### src/rtl/switch_control.sv
// rtl/switch_control.sv - XY-routing switch controller with round-robin header arbitration
module switch_control #(
  parameter logic [15:0] ADDRESS    = 16'h0101,
  parameter int          TAM_FLIT   = 16,
  parameter int          METADEFLIT = 8,
  parameter int          NPORT      = 5
) (
  input  logic                      clock,
  input  logic                      reset,
  input  logic [NPORT-1:0]          h,
  output logic [NPORT-1:0]          ack_h,
  input  logic [NPORT*TAM_FLIT-1:0] data,
  input  logic [NPORT-1:0]          sender,
  output logic [NPORT-1:0]          free,
  output logic [NPORT*3-1:0]        mux_in,
  output logic [NPORT*3-1:0]        mux_out,
  output logic [NPORT-1:0]          in_busy
);

  localparam logic [2:0] EAST  = 3'd0;
  localparam logic [2:0] WEST  = 3'd1;
  localparam logic [2:0] NORTH = 3'd2;
  localparam logic [2:0] SOUTH = 3'd3;
  localparam logic [2:0] LOCAL = 3'd4;

  localparam logic [METADEFLIT-1:0] LX = ADDRESS[2*METADEFLIT-1:METADEFLIT];
  localparam logic [METADEFLIT-1:0] LY = ADDRESS[METADEFLIT-1:0];

  typedef enum logic [1:0] {S_IDLE, S_ARB, S_ROUTE, S_GRANT} state_t;

  state_t                  r_state;
  logic [2:0]              r_sel;
  logic [2:0]              r_outport;
  logic [NPORT-1:0]        r_ack;
  logic [NPORT-1:0]        r_free;
  logic [NPORT-1:0]        r_in_busy;
  logic [NPORT-1:0][2:0]   r_mux_in;
  logic [NPORT-1:0][2:0]   r_mux_out;

  logic [NPORT-1:0]        w_req;
  logic [2:0]              w_next_sel;
  logic [2:0]              w_cand;
  logic                    w_found;
  logic [TAM_FLIT-1:0]     w_flits [NPORT];
  logic [TAM_FLIT-1:0]     w_dest;
  logic [METADEFLIT-1:0]   w_dx;
  logic [METADEFLIT-1:0]   w_dy;
  logic [2:0]              w_outport;

  for (genvar g = 0; g < NPORT; g++) begin : g_flit
    assign w_flits[g] = data[g*TAM_FLIT +: TAM_FLIT];
  end

  assign w_req = h & ~r_in_busy;

  // Round-robin search starting just after the last selected input.
  always_comb begin
    w_next_sel = r_sel;
    w_cand     = r_sel;
    w_found    = 1'b0;
    for (int k = 1; k <= NPORT; k++) begin
      w_cand = 3'((int'(r_sel) + k) % NPORT);
      if (!w_found && w_req[w_cand]) begin
        w_next_sel = w_cand;
        w_found    = 1'b1;
      end
    end
  end

  always_comb begin
    w_dest = w_flits[r_sel];
    w_dx   = w_dest[TAM_FLIT-1 -: METADEFLIT];
    w_dy   = w_dest[METADEFLIT-1:0];
    if (w_dx > LX)      w_outport = EAST;
    else if (w_dx < LX) w_outport = WEST;
    else if (w_dy < LY) w_outport = SOUTH;
    else if (w_dy > LY) w_outport = NORTH;
    else                w_outport = LOCAL;
  end

  always_ff @(posedge clock or negedge reset) begin
    if (!reset) begin
      r_state   <= S_IDLE;
      r_sel     <= 3'(NPORT - 1);
      r_outport <= '0;
      r_ack     <= '0;
      r_free    <= '1;
      r_in_busy <= '0;
      r_mux_in  <= '0;
      r_mux_out <= '0;
    end else begin
      r_ack <= '0;
      // Tables keep stale entries on release; only free/in_busy are authoritative.
      for (int i = 0; i < NPORT; i++) begin
        if (r_in_busy[i] && !sender[i]) begin
          r_in_busy[i]          <= 1'b0;
          r_free[r_mux_in[i]]   <= 1'b1;
        end
      end
      case (r_state)
        S_IDLE: begin
          if (|w_req) r_state <= S_ARB;
        end
        S_ARB: begin
          r_sel   <= w_next_sel;
          r_state <= S_ROUTE;
        end
        S_ROUTE: begin
          if (!h[r_sel]) begin
            r_state <= S_IDLE;
          end else begin
            r_outport <= w_outport;
            if (r_free[w_outport]) begin
              r_ack[r_sel] <= 1'b1;
              r_state      <= S_GRANT;
            end else begin
              r_state <= S_IDLE;
            end
          end
        end
        S_GRANT: begin
          r_free[r_outport]    <= 1'b0;
          r_in_busy[r_sel]     <= 1'b1;
          r_mux_in[r_sel]      <= r_outport;
          r_mux_out[r_outport] <= r_sel;
          r_state              <= S_IDLE;
        end
        default: r_state <= S_IDLE;
      endcase
    end
  end

  assign ack_h   = r_ack;
  assign free    = r_free;
  assign in_busy = r_in_busy;
  assign mux_in  = r_mux_in;
  assign mux_out = r_mux_out;

endmodule
### config.mk
export PLATFORM = sky130hd
export DESIGN_NAME = switch_control
export DESIGN_NICKNAME = d
export VERILOG_FILES = /design/src/rtl/switch_control.sv
export SDC_FILE = /design/constraint.sdc
export NUM_CORES = 1
export LEC_CHECK = 0
export BUFFER_PORTS_ARGS = -buffer_cell sky130_fd_sc_hd__buf_2
export CAP_MARGIN = 20
export CORE_MARGIN = 2
export CORE_UTILIZATION = 48
export DETAILED_ROUTE_END_ITERATION = 10
export PLACE_DENSITY_LB_ADDON = 0.12
export SETUP_SLACK_MARGIN = 0.1
export SLEW_MARGIN = 30
export SYNTH_ARGS = -nofsm -noshare
export SYNTH_HDL_FRONTEND = slang
export SYNTH_SLANG_ARGS = --single-unit
### constraint.sdc
create_clock -name clock -period 6.4 [get_ports clock]
set_input_delay 1.28 -clock clock [delete_from_list [all_inputs] [get_ports clock]]
set_output_delay 1.28 -clock clock [all_outputs]
set_load 0.1 [all_outputs]
Word-level counts from Yosys, hierarchy flattened --
Cells that the tools add are included.
Storage, ports and cells: logic and storage cells 165, register bits 53, input bits 92, output and inout bits 45
Operators by class: $lt $le $gt $ge 25, mux-type cells 69, equal/unequal tests 4, $add $sub $neg 5, div/mod/pow operators 5, bitwise logic cells 11, reduce and logical (&&, ||, !) cells 30
Operators with widths (number):
- $mod A32 B4 Y32 const B | 5
- $lt A3 B4 Y1 const B | 13
- $mux W5 | 10
- $bmux W16 S3 | 1
- $mux W3 | 11
- $mux W16 | 2
- $bwmux W15 | 2
- $or A5 B5 Y5 | 6
- $mux W1 | 23
- $bmux W1 S3 | 7
- $demux W1 S3 | 7
- $ge A3 B1 Y1 const B | 7
- $demux W3 S3 | 2
- $gt A8 B1 Y1 const B | 2
- $logic_and A1 B1 Y1 | 16
- $lt A8 B1 Y1 const B | 2
- $and A5 B5 Y5 | 2
- $not A5 Y5 | 2
- $logic_not A1 Y1 | 9
- $add A3 B2 Y4 const B | 2
- $add A3 B3 Y4 const B | 2
- $pmux W2 S4 | 1
- $mux W2 | 3
- $reduce_bool A5 Y1 | 1
- 9 further kinds | 11

Longest topological paths before layout --
Gate-level depths: netlist of run 1.
word-level depth 18, mapped depth 20, depth with buffers taken out 17

Worst setup path before layout of run 1 --
OpenSTA, ideal clock, no wires.
kind register to register, from register r_sel[0], to register r_sel[1], cell stages (with the launch flop) 21, path buffers 3, arrival 4.571 ns, data required time 6.280 ns, library setup time 0.120 ns, clock period less this slack 4.692 ns, path slack 1.708 ns, cells stage by stage dfrtp_1 > buf_2 > inv_2 > buf_1 > ha_1 > buf_2 > inv_1 > ha_1 > nor2_1 > a21oi_1 > xnor2_1 > ha_1 > nor2b_1 > a2111oi_2 > a211oi_4 > and3_1 > o2111ai_1 > o21ai_1 > or3_1 > a211o_1 > o211a_1
Between the ends: longest elaborated chain between the ends 18, elaborated cells between the ends (all ways) 39, those cells by class 5 x add/sub; 5 x div; 19 x mux; 10 x reduce/logical
Ends and longest elaborated chain:
- start, declared | line 32 | logic [2:0] r_sel;
- start signal, assigned | line 84 | r_sel <= 3'(NPORT - 1);
- start signal, assigned | line 105 | r_sel <= w_next_sel;
- $add A3 B1 Y4 | line 62 | w_cand = 3'((int'(r_sel) + k) % NPORT);
- $mod A32 B4 Y32 | line 62
- $bmux W1 S3 | line 63 | if (!w_found && w_req[w_cand]) begin
- $mux W1 (not written as such) | line 63
- $mux W1 | line 63
- $logic_not A1 Y1 | line 63
- $logic_and A1 B1 Y1 | line 63
- $mux W1 | line 63
- [2 not listed]
- $mux W1 | line 63
- $logic_not A1 Y1 | line 63
- $logic_and A1 B1 Y1 | line 63
- $mux W1 | line 63
- $logic_not A1 Y1 | line 63
- $logic_and A1 B1 Y1 | line 63
- $reduce_bool A5 Y1 (no line)
- $reduce_and A2 Y1 (no line)
Parallel ways exist; a longest one is shown, timed or not. The select of a mux whose other input is x is not followed. A chain may end at the register's enable or synchronous reset.

Worst setup path after layout of run 1 --
Same ends and word-level chain as after synthesis.

==> flow_summary.toml, run 1 <==
[status]
status = "completed"

[synthesis]
ys_types = 78
synth_async_sr_flop_share_pct = 100
synth-seq-area-share_pct = 29.3
synth.most_common_cell = "nand2_1"
syn_area_um2 = 4560
ys_seq_elements = 53
ys_warn_count = 0
synth-main-ff-cell = "dfrtp_1"
syn-num-nets = 650
synth_common_cells = "nand2_1, dfrtp_1, nor2_1"
synth_area_leaders = "dfrtp_1, ha_1, nand2_1"
synth_cells = 535
synth_edf_count = 0
yosys.area.top_type_share_pct = 25.8
syn_area_per_cell_um2 = 8.52
synth.largest_area_cell = "dfrtp_1"

[run]
max_cap_viol_count = 0

[clock_tree]
cts_buffer_depth = 2
cts.sinks = 53
cts_setup_buffers = 0
cts-htree-levels = 2
cts_tree = "done"
cts.repair.resized = 0
root_buffer = "clkbuf_8"
clock_latency_ps = 310
hold_buffers = 0
clk_pin_slew_ps = 100
numCtsBuffers = 5

[timing]
setup_viol = 0
final_hold_viol_count = 0
slew_headroom_pct = 35.9
fin_skew_ps = 6.34
period_share_pct = 75.4
worst_pin_slew_ps = 953
tns_ps = 0
min_period_ps = 4830
max_freq_ghz = 0.207
drv_slew = 0
rsz0062_at_grt = "false"

[finish]
num-fill-cells = 875
area_growth_pct = 19.3
drive_gt1_share_pct = 30.5
post-route-cell-area_um2 = 5440
antennaDiodeCount = 0
multiInputGateArea_um2 = 3030
nNetsFinal = 777
final-seq-area_um2 = 1340

[setup_path]
cp-end-kind = "flip-flop"
worstPathRequired_ps = 6610
arrival_ps = 5040
startpoint_type = "flip-flop"
worstSetupPathType = "reg2reg"
worstPathMaxFanout = 61

[placed_design]
dp_hpwl_um = 10500
dpl-instance-area_um2 = 5350
port_buffers = 136
place_congestion = 0.899

[floorplanning]
rows = 35
design.portCount = 137
core_region_area_um2 = 9240
chipHeight_um = 101
die_w_um = 101
initial_core_util_pct = 49.3
die-area_um2 = 10300

[routing]
vias = 4731
post_drt_via_cell_ratio = 5.97
first_pass_iters = 5
first_iter_violations = 440
finalWirelength_um = 13700
drc = 0
wl_per_cell_um = 17.3
antenna_left = 0

[grt]
grt_max_degree = 62
antenna_found_initial = 0
grt_pass1_wl_um = 21900
grt_pass1_vias = 4417
track_usage_pct = 26.9
gr-total-overflow = 0

[worst_hold_path]
hold_path.class = "reg2reg"
metrics by stage:
stage	worst slack (ps)	utilization [%]	std cells	hold WS, ps
2_1_floorplan	1710	-	535	604
3_3_place_gp	1790	57.9	784	465
3_5_place_dp	1640	57.9	784	471
4_1_cts	1620	58.9	792	493
5_1_grt	1060	58.9	792	534
6_report	1570	58.9	792	487
cell usage in the layout, fill, tap and decap left out, types with 16 or more instances in the layout:
cell type | synthesis | routed
inv_1 | 25 | 25
o21ai_0 | 22 | 22
nand2_1 | 66 | 66
ha_1 | 23 | 23
buf_2 | 6 | 136
a31oi_1 | 16 | 16
a21oi_1 | 30 | 30
nor2_1 | 44 | 44
nor3_1 | 17 | 17
mux2_2 | 18 | 18
dfrtp_1 | 47 | 46
cells by family (layout without fill, tap and decap cells):
family	Yosys count	count (layout)	share of synthesized area, %
AND/OR/NAND/NOR	225	225	25.9
flip-flops	53	53	29.3
multiplexers	38	38	10.5
adder cells (fa/ha/maj)	23	23	6.31
XOR/XNOR	7	7	1.51
buffers and inverters	48	176	4.31
AO/OA/AOI/OAI	141	141	22.2
registers in the layout, summed over array words and instances (netlist names):
name       flops
free           5
r_state        2
r_outport      3
r_sel          3
mux_out       15
ack_h          5
in_busy        5
mux_in        15
critical path, stage by stage, from the launching register on:
cell	delay, ps
dfrtp_2	370
buf_4	510
ha_1	500
xnor2_1	260
clkinv_2	180
ha_1	270
nor4b_1	320
nor3_1	130
xnor2_1	340
ha_1	260
nand2b_1	60
a2bb2oi_1	350
nand2_1	130
o31a_1	280
mux2i_1	230
nand3b_1	120
a211o_1	260
o211a_1	120
per-layer routing:
layer / wire length [µm] / up-vias / global-route usage [%] / share of wire, %
met4: 167 / 0 / 5.41 / 1.2
li1: - / 2243 / - / -
met3: 1040 / 15 / 4.55 / 7.6
met1: 6150 / 2254 / 38.4 / 45
met2: 6300 / 219 / 43.2 / 46
met5: 0 / - / 0 / 0
final timing paths:
path | cells past startpoint | endpoint | slack [ps] | startpoint
hold reg to reg | 2 | mux_out[12]$_DFFE_PN0P_ | 490 | mux_out[12]$_DFFE_PN0P_
min in group asynchronous | 2 | mux_out[14]$_DFFE_PN0P_ | 1070 | reset
max in group asynchronous | 2 | r_sel[0]$_DFFE_PN0P_ | 4850 | reset
setup reg to reg | 17 | r_sel[1]$_DFFE_PN0P_ | 1570 | r_sel[0]$_DFFE_PN0P_
setup / recovery | 17 | r_sel[1]$_DFFE_PN0P_ | 1570 | r_sel[0]$_DFFE_PN0P_
hold / removal | 2 | mux_out[12]$_DFFE_PN0P_ | 490 | mux_out[12]$_DFFE_PN0P_
layout make-up:
cell class	count	share of cell area, %
Clock buffer	5	1.26
Sequential cell	53	24.5
Clock inverter	3	0.483
Multi-Input combinational cell	434	55.7
Tap cell	129	2.97
Timing Repair Buffer	141	13.2
Inverter	27	1.89
Power of run 1 is not shown: default switching activity piles up to over one toggle a cycle in this logic, so the estimate is an artifact.
==> run 2, diff against run 1 <==
- clock period: 6.4 -> 4 ns (I/O delays scaled with it)
==> flow_summary.toml, run 2 (synthesis results as in run 1) <==
[status]
status = "completed"

[setup_path]
critPathMaxStageDelay_ps = 510
crit_start = "r_sel[0]$_DFFE_PN0P_"
cp-end-kind = "flip-flop"
cp-endpoint = "r_sel[1]$_DFFE_PN0P_"
reg2reg_slack_ps = 300
path_cells = "ha_1, xnor2_2, clkinv_2, ha_2, nor4b_2, nor3_1, xnor2_1, buf_4, ha_1, or4_1, o31a_1, mux2i_2, nand3b_1, a211o_1, o211a_1"
arrival_ps = 3920
worstPathMaxFanout = 5
startpoint_type = "flip-flop"
path_common_cell = "ha_1"
worstSetupPathType = "reg2reg"
r2r_end = "r_sel[1]$_DFFE_PN0P_"
reg2reg_depth = 15
worstPathRequired_ps = 4210
cpMaxStageDelayCell = "or4_1"
rr_startpoint = "r_sel[0]$_DFFE_PN0P_"

[clock_tree]
cts.sinks = 53
hold_buffers = 0
cts_buffer_depth = 2
numCtsBuffers = 5
cts_tree = "done"
clock_latency_ps = 320
clk_pin_slew_ps = 110
cts-htree-levels = 2
root_buffer = "clkbuf_8"

[timing]
max_freq_ghz = 0.270
final_hold_viol_count = 0
period_share_pct = 92.5
min_period_ps = 3700
setup_viol = 0
slew_headroom_pct = 50.4
hold_slack_ps = 448
drv_slew = 0
worst_pin_slew_ps = 737
rsz0062_at_grt = "false"
tns_ps = 0
fin_skew_ps = 17.0

[floorplanning]
initial_core_util_pct = 49.3
die_w_um = 101
rows = 35
die-area_um2 = 10300
core_region_area_um2 = 9240
chipHeight_um = 101
design.portCount = 137

[finish]
final_cell_mix = "buf_2, nand2_1, dfrtp_1, nor2_1, buf_4"
area_growth_pct = 28.6
num-fill-cells = 839
final_common_cell = "buf_2"
antennaDiodeCount = 0
drive_gt1_share_pct = 36.9
nNetsFinal = 808

[grt]
track_usage_pct = 29.9
grt_pass1_wl_um = 24300
grt_max_degree = 43
gr-total-overflow = 0
antenna_found_initial = 0
grt_pass1_vias = 4813

[worst_hold_path]
hold_path.class = "in2async"

[routing]
drc = 0
vias = 4819
first_pass_iters = 4
first_iter_violations = 236
antenna_left = 0
wl_per_cell_um = 18.2
finalWirelength_um = 15000
post_drt_via_cell_ratio = 5.86

[placed_design]
place_congestion = 1.01
dp_hpwl_um = 11500
port_buffers = 136

[run]
max_cap_viol_count = 0
-- run 2: cell types whose count changed in the layout (fill, tap and decap cells not counted), sizes merged --
| cell | previous run | this run |
|---|---|---|
| buf | 141 | 172 |
| bufinv | 0 | 1 |
| clkinv | 1 | 2 |
| clkinvlp | 2 | 0 |
-- run 2: worst max-delay path: cells and delay by family, from the launching register on --
kind,cells,cell delay [ps]
compound gates,3,530
xor+xnor,2,370
fa+ha+maj,3,780
buf+inv,2,290
flops,1,470
mux,1,200
simple gates,4,960
-- run 2: per-stage QoR --
step           cells  area, µm²  utilization (%)  setup slack, ps
6_report         823       5860             63.5              299
5_1_grt          823       5860             63.5              112
4_1_cts          816       5750             62.3              110
3_5_place_dp     808       5630             60.9             66.7
3_3_place_gp     808       5630             60.9              153
2_1_floorplan    535       4700                -              100
-- run 2: routing by layer --
metal  up-vias  GRT usage, %  routed length [µm]
li1       2304             -                   -
met1      2375          39.9                6570
met2       121          51.9                7600
met3        19          3.66                 607
met4         0          6.65                 193
met5         -             0                   0
-- run 2: final cells by class --
type | instances | area (µm²) | share of cell area, %
Multi-Input combinational cell | 434 | 3170 | 54.1
Sequential cell | 53 | 1340 | 22.9
Timing Repair Buffer | 172 | 963 | 16.4
Tap cell | 129 | 161 | 2.75
Inverter | 27 | 115 | 1.96
Clock buffer | 5 | 68.8 | 1.17
Clock inverter | 3 | 43.8 | 0.747
-- run 2: repair_timing --
item | CTS | global route
setup buffers | 0 | 7
resized for setup | 2 | 13
pin swaps | 0 | 4
endpoints found under the setup margin | 1 | 3
-- run 2: worst min path at each step --
stage,endpoint,cells past startpoint
2_1_floorplan,ack_h[0]$_DFF_PN0_,0
3_3_place_gp,mux_out[12]$_DFFE_PN0P_,2
3_5_place_dp,mux_out[9]$_DFFE_PN0P_,2
4_1_cts,mux_out[9]$_DFFE_PN0P_,2
5_1_grt,mux_out[13]$_DFFE_PN0P_,1
6_report,mux_out[14]$_DFFE_PN0P_,1
Power of run 2 is left out for the same reason.
==> run 3, diff against run 2 <==
--- a/config.mk
+++ b/config.mk
@@ -6,4 +6,5 @@
 export NUM_CORES = 1
 export LEC_CHECK = 0
+export ABC_CLOCK_PERIOD_IN_PS = 4000
 export BUFFER_PORTS_ARGS = -buffer_cell sky130_fd_sc_hd__buf_2
 export CAP_MARGIN = 20
==> constraint.sdc (replaced) <==
create_clock -name clock -period 4 [get_ports clock]
set_input_delay 0.2 -clock clock [delete_from_list [all_inputs] [get_ports clock]]
set_output_delay 0.2 -clock clock [all_outputs]
set_load 0.1 [all_outputs]
==> flow_summary.toml, run 3 (synthesis results as in run 1) <==
[worst_hold_path]
hold_path.class = "in2async"

[setup_path]
path_cells = "buf_12, inv_8, ha_4, inv_4, ha_4, nor2_4, a21oi_2, xnor2_2, ha_2, nor2b_4, a2111oi_4, a211oi_4, buf_4, nor2_1, a21oi_1, o21ai_2, or3_1, a211o_1, o211a_1"
crit_start = "r_sel[0]$_DFFE_PN0P_"
startpoint_type = "flip-flop"
cp-end-kind = "flip-flop"
path_common_cell = "ha_4"
worstPathMaxFanout = 8
arrival_ps = 3940
worstSetupPathType = "reg2reg"
worstPathRequired_ps = 4220
crit_family = "compound AO/OA/AOI/OAI gates"
crit_buf_inv = 4
rr_startpoint = "r_sel[0]$_DFFE_PN0P_"
critPathMaxStageDelay_ps = 410
cpMaxStageDelayCell = "dfrtp_2"
reg2reg_slack_ps = 280

[timing]
period_share_pct = 92.9
worst_pin_slew_ps = 768
max_freq_ghz = 0.269
slew_headroom_pct = 48.3
min_period_ps = 3720
hold_slack_ps = -14.4
setup_viol = 0
rsz0062_at_grt = "false"
drv_slew = 0
tns_ps = 0
final_hold_viol_count = 14
fin_skew_ps = 13.7

[floorplanning]
initial_core_util_pct = 49.3
chipHeight_um = 101
die_w_um = 101
core_region_area_um2 = 9240
die-area_um2 = 10300
design.portCount = 137
rows = 35

[grt]
grt_pass1_vias = 4798
grt_max_degree = 54
antenna_found_initial = 0
track_usage_pct = 29.9
gr-total-overflow = 0
grt_pass1_wl_um = 24200

[clock_tree]
clk_pin_slew_ps = 110
cts_tree = "done"
cts.sinks = 53
cts_buffer_depth = 2
cts-htree-levels = 2
root_buffer = "clkbuf_8"
clock_latency_ps = 320
numCtsBuffers = 5

[finish]
num-fill-cells = 833
drive_gt1_share_pct = 37.5
antennaDiodeCount = 0
nNetsFinal = 813
final_core_util_pct = 63.8
final_common_cell = "buf_2"
final_cell_mix = "buf_2, nand2_1, dfrtp_1, nor2_1, buf_4"
area_growth_pct = 29.4

[routing]
finalWirelength_um = 15000
post_drt_via_cell_ratio = 5.84
first_iter_violations = 218
antenna_left = 0
wl_per_cell_um = 18.1
first_pass_iters = 4
drc = 0
vias = 4833

[placed_design]
dp_hpwl_um = 11600
port_buffers = 136
place_congestion = 0.986

[status]
status = "complete, but fails checks"
violations = "hold timing"

[run]
max_cap_viol_count = 0
run 3: layer usage:
layer | track usage, % | wire length (µm)
met5 | 0 | 0
met1 | 38.9 | 6550
met3 | 4.00 | 555
met2 | 50.9 | 7470
met4 | 10.6 | 392
run 3: stage by stage:
step           std cells  setup slack, ps  instance area, µm²  hold WS, ps
2_1_floorplan        535              100                4700        -95.6
3_3_place_gp         808              160                5630          348
3_5_place_dp         808             78.5                5630          363
4_1_cts              819              126                5760         8.72
5_1_grt              828              124                5900         32.8
6_report             828              284                5900        -14.4
run 3: cell type report:
cell class,instances,area [µm²],area share [%]
clock inverter,3,26.3,0.445
sequential,53,1340,22.7
inverter,27,115,1.95
tap,129,161,2.74
clock buffer,5,68.8,1.17
timing repair buffer,177,1010,17.2
multi-input combinational,434,3180,53.9
run 3: repair_timing:
action / 4_1_cts / 5_1_grt
setup endpoints to repair: 1 / 3
pin swaps: 0 / 5
setup buffers: 3 / 9
hold buffers: 0 / 0
resized for setup: 2 / 13
run 3: path summary, 6_finish.rpt:
path | to | cells after the start
min in group clock | in_busy[0]$_DFF_PN0_ | 3
setup reg to reg | r_sel[1]$_DFFE_PN0P_ | 19
max in group asynchronous | r_sel[0]$_DFFE_PN0P_ | 2
hold reg to reg | mux_out[0]$_DFFE_PN0P_ | 2
hold / removal | mux_out[2]$_DFFE_PN0P_ | 2
setup / recovery | r_sel[1]$_DFFE_PN0P_ | 19
Power of run 3 is left out for the same reason.
